**src/rtl/mul_div_unit_if.sv**
```systemverilog
// mul_div_unit_if: operand request and HI/LO result bundle between the execute stage and mul_div_unit.
interface mul_div_unit_if #(
   parameter int BitWidth = 32
);
   logic                start;
   logic [1:0]          op;
   logic [BitWidth-1:0] a;
   logic [BitWidth-1:0] b;
   logic                flush;
   logic                busy;
   logic                done;
   logic                hiWrite;
   logic                loWrite;
   logic [BitWidth-1:0] hi;
   logic [BitWidth-1:0] lo;
   modport master (output start, op, a, b, flush, input busy, done, hiWrite, loWrite, hi, lo);
   modport slave (input start, op, a, b, flush, output busy, done, hiWrite, loWrite, hi, lo);
endinterface

```
**src/rtl/mul_div_unit.sv**
```systemverilog
// mul_div_unit: iterative MULT/MULTU/DIV/DIVU (shift-add / restoring division) feeding the HI/LO registers.
module mul_div_unit #(
   parameter int BitWidth = 32
) (
   input  logic          clock,
   input  logic          reset,
   mul_div_unit_if.slave bus
);
   localparam int W  = BitWidth;
   localparam int CW = $clog2(W);
   typedef enum logic [1:0] {IDLE, RUN, FIX, DONE} state_t;
   state_t           state_q, state_d;
   logic [CW-1:0]    cnt_q, cnt_d;
   logic [1:0]       op_q, op_d;
   logic [2*W-1:0]   acc_q, acc_d;
   logic [W-1:0]     b_q, b_d;
   logic [W-1:0]     a_q, a_d;
   logic [W-1:0]     hi_q, hi_d;
   logic [W-1:0]     lo_q, lo_d;
   logic             qneg_q, qneg_d;
   logic             rneg_q, rneg_d;
   logic             dz_q, dz_d;
   logic             a_neg, b_neg, ge;
   logic [W-1:0]     a_abs, b_abs, quo, rmd;
   logic [W:0]       sum, rem, diff;
   logic [2*W-1:0]   mul_step, div_step, prod;
   always_comb begin
      a_neg    = ~bus.op[0] & bus.a[W-1];
      b_neg    = ~bus.op[0] & bus.b[W-1];
      a_abs    = a_neg ? -bus.a : bus.a;
      b_abs    = b_neg ? -bus.b : bus.b;
      sum      = {1'b0, acc_q[2*W-1:W]} + {1'b0, acc_q[0] ? b_q : {W{1'b0}}};
      mul_step = {sum, acc_q[W-1:1]};
      // partial remainder shifted left by one, dividend bits enter MSB first
      rem      = {acc_q[2*W-1:W], acc_q[W-1]};
      diff     = rem - {1'b0, b_q};
      ge       = ~diff[W];
      div_step = {ge ? diff[W-1:0] : rem[W-1:0], acc_q[W-2:0], ge};
      prod     = qneg_q ? -acc_q : acc_q;
      quo      = qneg_q ? -acc_q[W-1:0] : acc_q[W-1:0];
      rmd      = rneg_q ? -acc_q[2*W-1:W] : acc_q[2*W-1:W];
      state_d  = state_q;
      cnt_d    = cnt_q;
      op_d     = op_q;
      acc_d    = acc_q;
      b_d      = b_q;
      a_d      = a_q;
      hi_d     = hi_q;
      lo_d     = lo_q;
      qneg_d   = qneg_q;
      rneg_d   = rneg_q;
      dz_d     = dz_q;
      if (bus.flush) begin
         state_d = IDLE;
      end else if (state_q == IDLE || state_q == DONE) begin
         state_d = bus.start ? RUN : IDLE;
         if (bus.start) begin
            op_d   = bus.op;
            acc_d  = {{W{1'b0}}, a_abs};
            b_d    = b_abs;
            a_d    = bus.a;
            qneg_d = a_neg ^ b_neg;
            rneg_d = a_neg;
            dz_d   = bus.b == '0;
            cnt_d  = CW'(W - 1);
         end
      end else if (state_q == RUN) begin
         acc_d   = op_q[1] ? div_step : mul_step;
         cnt_d   = cnt_q == '0 ? cnt_q : cnt_q - 1'b1;
         state_d = cnt_q == '0 ? FIX : RUN;
      end else begin
         state_d      = DONE;
         {hi_d, lo_d} = !op_q[1] ? prod : dz_q ? {a_q, {W{1'b1}}} : {rmd, quo};
      end
   end
   always_ff @(posedge clock or posedge reset) begin
      if (reset) begin
         state_q <= IDLE;
         cnt_q   <= '0;
         op_q    <= '0;
         acc_q   <= '0;
         b_q     <= '0;
         a_q     <= '0;
         hi_q    <= '0;
         lo_q    <= '0;
         qneg_q  <= 1'b0;
         rneg_q  <= 1'b0;
         dz_q    <= 1'b0;
      end else begin
         state_q <= state_d;
         cnt_q   <= cnt_d;
         op_q    <= op_d;
         acc_q   <= acc_d;
         b_q     <= b_d;
         a_q     <= a_d;
         hi_q    <= hi_d;
         lo_q    <= lo_d;
         qneg_q  <= qneg_d;
         rneg_q  <= rneg_d;
         dz_q    <= dz_d;
      end
   end
   assign bus.busy    = state_q == RUN || state_q == FIX;
   assign bus.done    = state_q == DONE;
   assign bus.hiWrite = state_q == DONE;
   assign bus.loWrite = state_q == DONE;
   assign bus.hi      = hi_q;
   assign bus.lo      = lo_q;
endmodule

```
**src/flat_wrapper.sv**
```systemverilog
// flat-port wrapper written by rule: the top's interface ports become plain ports
module mul_div_unit_flat 
#(
   parameter int BitWidth = 32
)
  (clock, reset, bus_start, bus_op, bus_a, bus_b, bus_flush, bus_busy, bus_done, bus_hiWrite, bus_loWrite, bus_hi, bus_lo);
  mul_div_unit_if #(.BitWidth(BitWidth)) bus_i ();
  input  logic clock;
  input  logic reset;
  input wire logic [$bits(bus_i.start)-1:0] bus_start;
  input wire logic [$bits(bus_i.op)-1:0] bus_op;
  input wire logic [$bits(bus_i.a)-1:0] bus_a;
  input wire logic [$bits(bus_i.b)-1:0] bus_b;
  input wire logic [$bits(bus_i.flush)-1:0] bus_flush;
  output wire logic [$bits(bus_i.busy)-1:0] bus_busy;
  output wire logic [$bits(bus_i.done)-1:0] bus_done;
  output wire logic [$bits(bus_i.hiWrite)-1:0] bus_hiWrite;
  output wire logic [$bits(bus_i.loWrite)-1:0] bus_loWrite;
  output wire logic [$bits(bus_i.hi)-1:0] bus_hi;
  output wire logic [$bits(bus_i.lo)-1:0] bus_lo;
  assign bus_i.start = bus_start;
  assign bus_i.op = bus_op;
  assign bus_i.a = bus_a;
  assign bus_i.b = bus_b;
  assign bus_i.flush = bus_flush;
  assign bus_busy = bus_i.busy;
  assign bus_done = bus_i.done;
  assign bus_hiWrite = bus_i.hiWrite;
  assign bus_loWrite = bus_i.loWrite;
  assign bus_hi = bus_i.hi;
  assign bus_lo = bus_i.lo;
  mul_div_unit #(.BitWidth(BitWidth)) u_core (.clock(clock), .reset(reset), .bus(bus_i));
endmodule
```
**config.mk**
```make
export PLATFORM = sky130hd
export DESIGN_NAME = mul_div_unit_flat
export DESIGN_NICKNAME = d
export VERILOG_FILES = /design/src/rtl/mul_div_unit_if.sv /design/src/rtl/mul_div_unit.sv /design/src/flat_wrapper.sv
export SDC_FILE = /design/constraint.sdc
export NUM_CORES = 1
export LEC_CHECK = 0
export CAP_MARGIN = 20
export CORE_MARGIN = 1
export CORE_UTILIZATION = 36
export DETAILED_ROUTE_END_ITERATION = 8
export PLACE_DENSITY_LB_ADDON = 0.2
export SYNTH_ARGS = -nofsm -noshare
export SYNTH_HDL_FRONTEND = slang
export SYNTH_SLANG_ARGS = --single-unit
export TNS_END_PERCENT = 10
```
**constraint.sdc**
```tcl
create_clock -name clock -period 9.8 [get_ports clock]
set_input_delay 2.94 -clock clock [delete_from_list [all_inputs] [get_ports clock]]
set_output_delay 2.94 -clock clock [all_outputs]
set_load 0.02 [all_outputs]
```
==> results.ini, run 1 <==
[sta]
fin_crit_sh_pct = 61.1
fin_tns_setup_ns = 0
finalSetupViolations = 0
drv_slew = 0
rsz0062_at_grt = no
worst_slew_pin_slew_ns = 1.04
relSlewSlack_pct = 30.2
hold_viol_final = 0
timing.fmax_mhz = 167
fin_ws_ns = 3.82
min_period_ns = 5.98
finClkSkew_ns = 0.0118
holdWs_ns = 0.478

[power_and_ir_drop]
p_leak_nw = 7.91
power.total_mw = 6.31
power.density_nw_per_um2 = 345
peakVddDrop_mv = 0.141

[clock_tree]
clock_tree.root_cell = clkbuf_16
clockBufferDepth = 3
cts_hold_buffers = 0
postCtsSetupBuffers = 0
clock_sinks = 203
clk_pin_slew_ns = 0.06
cts_resized = 0
h-tree-depth = 1
clk_latency_ns = 0.56
cts_buffers = 26
cts_tree = done

[logic_synthesis]
synth_warnings = 0
synth_xor_area_share_pct = 10.5
syn-cell-area_um2 = 15600
syn_nets = 2059
yosysTopAreaCellShare_pct = 32.5
netlist_instances = 1914
ys_seq_area_share_pct = 32.5
synthArstFlopShare_pct = 100
synth_fa_ha_area_share_pct = 6.11
ys_ff_latch = 203
yosysUniqueCellTypes = 74
synth-compound-area-share_pct = 22.2
synth.area.top_cells = dfrtp_1, o21ai_0, xnor2_1
synthFlopType = dfrtp_1
yosys.area_share.simple_pct = 16.9
synth_top_family_by_area = compound AO/OA/AOI/OAI gates
synth-edff-count = 0
synth_top_area_cell = dfrtp_1
synth_mux_area_share_pct = 7.28
avgSynthCellArea_um2 = 8.16

[layout]
final_nets = 2128
final_core_util_pct = 43.2
area_delta_synth_final_pct = 17.2
instances_no_fill = 2580
drive_above_1_share_pct = 6.19
antenna_cells = 0
fin_area_um2 = 18300

[placement]
pre_cts_slack_ns = 3.41
placed_area_um2 = 17400
dp_hpwl_um = 36600
place.gp.congestion = 0.887
dp.cells = 2532
port_buffers = 137

[status]
status = finished clean

[floorplanning]
die_w_um = 210
start_util_pct = 36.9
dieArea_um2 = 44200
pin_count = 138
rows = 75
core_area_um2 = 42300
die_y_um = 210

[critical_path]
required_ns = 6.86
critical_path_class = register to primary output
arrival_ns = 3.04
cp-start-kind = register
worstRegToRegCells = 14
crit_path_end_kind = primary output
crit_path_max_fanout = 74
ff2ff_setup_slack_ns = 5.36

[global_route]
grt_pass1_wl_um = 78100
grt_max_degree = 132
grt.overflow.total = 0
grtUsageTotal_pct = 22.4
antenna_found_initial = 0
grt_pass1_vias = 13700

[worst_hold_path]
hold_path_depth = 2
hp-class = register to register

[drt]
vias = 14400
drtAntennaViolNets = 0
routedWlPerCell_um = 19.3
wirelength_um = 49900
via_per_inst = 5.58
drcViolationCount = 0
drtIter0Drc = 1173
drt_pre_antenna_iters = 6

[run]
drv_cap = 0

## worst max-delay path: stages, from the launching register on
cell,delay (ns)
dfrtp_1,0.38
inv_1,0.06
ha_2,0.31
buf_4,0.59
clkinv_1,0.47
clkdlybuf4s50_1,0.65
## power by group
group | internal (mW) | switching [mW] | total [mW]
clock network | 0.567 | 0.403 | 0.970
registers | 1.22 | 0.487 | 1.71
logic | 1.57 | 2.07 | 3.64
total | 3.35 | 2.96 | 6.31
## layer usage
layer  vias up  share of wire (%)  global-route usage [%]
met1      6977                 46                    31.1
met4         0                2.7                    6.57
met3        80                5.5                    3.28
met5         -                  0                       0
li1       6949                  -                       -
met2       387                 46                    36.0
## cell usage in the layout (no fill, tap or decap), drive strengths merged, types with 13 or more instances in the layout
cell / count
nand2: 233
o21ai: 231
dfrtp: 203
nor2: 173
a21oi: 161
clkdlybuf4s50: 137
xnor2: 115
mux2i: 73
xor2: 73
ha: 73
inv: 66
mux2: 36
clkbuf: 35
o31ai: 32
a21o: 30
nor4: 22
or3: 22
nor3: 22
nand3: 21
buf: 17
or4: 15
o41ai: 13
nand2b: 13
## Yosys cell counts, drive strengths merged (15+ instances only)
master,instances
a21o,30
a21oi,161
buf,18
clkbuf,95
dfrtp,203
ha,73
inv,65
mux2,36
mux2i,73
nand2,233
nand3,21
nor2,173
nor3,22
nor4,22
o21ai,231
o31ai,32
or3,22
or4,15
xnor2,115
xor2,73
## final cells by class
type / instances / area (um2)
fill: 4272 / 24000
multi-input combinational: 1531 / 9870
sequential: 203 / 5080
timing repair buffer: 154 / 1510
tap: 577 / 722
clock buffer: 35 / 714
inverter: 67 / 259
clock inverter: 13 / 141
## logic make-up after synthesis
| group | after synthesis |
|---|---|
| muxes | 109 |
| and+or+nand+nor | 578 |
| xor gates and xnor gates | 188 |
| DFF | 203 |
| adders and majority gates | 75 |
| buffers and inverters | 180 |
| AOI/OAI and AO/OA | 581 |
## flip-flops by register name, indices dropped and copies added (netlist names), 2 cells and up
signal / count
u_core.state_q: 2
u_core.acc_q: 64
u_core.cnt_q: 5
u_core.b_q: 32
u_core.bus.lo: 32
u_core.a_q: 32
u_core.bus.hi: 32
## worst paths after layout
check                                   end         startpoint
setup / recovery                   bus_busy  u_core.state_q[0]
hold / removal               u_core.b_q[11]     u_core.b_q[11]
setup reg to reg           u_core.acc_q[37]   u_core.acc_q[31]
hold reg to reg              u_core.b_q[11]     u_core.b_q[11]
max in group asynchronous    u_core.op_q[1]              reset
min in group asynchronous    u_core.b_q[29]              reset
(Power assumes the default switching activity.)
==> run 2: changes to the inputs <==
Clock period 9.8 ns to 6 ns, I/O delays scaled along.
==> run 2 against run 1 <==
Compared with the run above:
- critical endpoint is now u_core.b_q[29]
- sequential cell count unchanged
- global-route usage decreased by 0.15 points
- non-clock buffer count increased by 4
- die area unchanged
- final area increased by 0.27%
- combinational power increased by 61%
- clock-buffer cell count decreased by 2
- clock power increased by 61%
- final cell count unchanged
==> results.ini, run 2 (same netlist as run 1, synthesis figures left out) <==
[drt]
drcViolationCount = 0
routedWlPerCell_um = 19.0
drtIter0Drc = 948
wirelength_um = 49100
vias = 14200
via_per_inst = 5.51
drt_pre_antenna_iters = 7
drtAntennaViolNets = 0

[worst_hold_path]
min_from = u_core.b_q[20]
hp-class = register to register

[floorplanning]
pin_count = 138
dieArea_um2 = 44200
rows = 75
die_y_um = 210
core_area_um2 = 42300
start_util_pct = 36.9
die_w_um = 210

[clock_tree]
postCtsSetupBuffers = 0
clk_latency_ns = 0.55
clock_tree.root_cell = clkbuf_16
clk_pin_slew_ns = 0.06
cts_resized = 0
cts_hold_buffers = 0
clockBufferDepth = 3
cts_tree = done
h-tree-depth = 1
clock_sinks = 203
cts_buffers = 25

[sta]
fin_crit_sh_pct = 77.9
drv_slew = 0
hold_viol_final = 0
finClkSkew_ns = 0.0169
min_period_ns = 4.68
worst_slew_pin_slew_ns = 1.06
finalSetupViolations = 0
rsz0062_at_grt = no
relSlewSlack_pct = 29.0
holdWs_ns = 0.483
fin_tns_setup_ns = 0
timing.fmax_mhz = 214

[power_and_ir_drop]
power.total_mw = 10.3
power.density_nw_per_um2 = 560
p_leak_nw = 7.93
peakVddDrop_mv = 0.237

[critical_path]
required_ns = 6.41
crit_chain = clkdlybuf4s50_1 -> or4_1 -> or3_1 -> or3_1 -> or3_1 -> or3_1 -> nand2b_1 -> o41ai_2 -> xor2_1 -> o21ai_1
crit_path_end_kind = register
worstSetupStartpoint = bus_b[8]
arrival_ns = 5.08
ff2ff_setup_slack_ns = 1.51
reg2reg_from = u_core.acc_q[31]
endpoint = u_core.b_q[29]
slowest_stage = or4_1
worstRegToRegCells = 14
crit_buf_inv = 1
cpPeakStageDelay_ns = 0.59
crit_path_max_fanout = 4
path_depth = 10
rr_endpoint = u_core.acc_q[40]
crit_top_cell = or3_1
cp-start-kind = primary input
crit_family = simple AND/OR/NAND/NOR gates
critical_path_class = primary input to register

[global_route]
grtUsageTotal_pct = 22.2
grt_pass1_wl_um = 77900
grt.overflow.total = 0
antenna_found_initial = 0
grt_pass1_vias = 13600
grt_max_degree = 86

[layout]
area_delta_synth_final_pct = 17.5
regMostFlops = u_core.acc_q
most-common-layout-cells = nand2_1, o21ai_0, dfrtp_1
fin_area_um2 = 18300
largest_reg_flops = 64
final_nets = 2131
drive_above_1_share_pct = 6.39
antenna_cells = 0
final_common_cell = nand2_1

[placement]
port_buffers = 137
placed_area_um2 = 17500
place.gp.congestion = 0.896
dp_hpwl_um = 36600

[run]
drv_cap = 0

[status]
status = finished clean

[run 2: cell count changes in the layout (fill, tap and decap cells not counted), sizes merged]
cell	change
clkbuf	-2
clkinv	-4
clkinvlp	+2
buf	+4
[run 2: worst min-delay path by stage]
stage / end / slack, ns / cells past startpoint
6_report: u_core.b_q[20] / 0.48 / 2
5_1_grt: u_core.bus.hi[6] / 0.50 / 2
4_1_cts: u_core.bus.hi[6] / 0.48 / 2
3_5_place_dp: u_core.bus.hi[5] / 0.47 / 2
3_3_place_gp: u_core.bus.hi[6] / 0.46 / 2
2_1_floorplan: u_core.a_q[0] / 0.44 / 2
[run 2: layout make-up]
cell class | count | area [um2]
clock buffer | 33 | 716
clock inverter | 11 | 126
fill | 4273 | 24000
inverter | 67 | 255
multi-input combinational | 1531 | 9870
sequential | 203 | 5080
tap | 577 | 722
timing repair buffer | 158 | 1570
[run 2: tightest hold or removal path, cell delays in order (launching register included)]
cell     delay, ns
dfrtp_1       0.34
nand2_1       0.04
o21ai_0       0.06
[run 2: through the flow]
stage,util (%),std cells,worst slack (ns)
6_report,43.3,2580,1.32
5_1_grt,43.3,2580,1.05
4_1_cts,43.3,2580,1.36
3_5_place_dp,41.4,2536,0.773
3_3_place_gp,41.3,2535,0.801
2_1_floorplan,-,1914,1.51
[run 2: report_power, final]
part / total, mW / internal, mW / switching (mW) / leakage (nW)
combinational: 5.86 / 2.56 / 3.29 / 5.02
sequential: 2.85 / 1.99 / 0.859 / 2.51
clock: 1.56 / 0.925 / 0.635 / 0.403
total: 10.3 / 5.48 / 4.79 / 7.93
[run 2: per-layer routing]
| metal | track usage, % | up-vias | share of wire (%) |
|---|---|---|---|
| met4 | 4.98 | 0 | 1.9 |
| met2 | 36.1 | 351 | 46 |
| met1 | 31.2 | 6870 | 47 |
| met5 | 0 | - | 0 |
| met3 | 3.29 | 60 | 5.6 |
| li1 | - | 6946 | - |
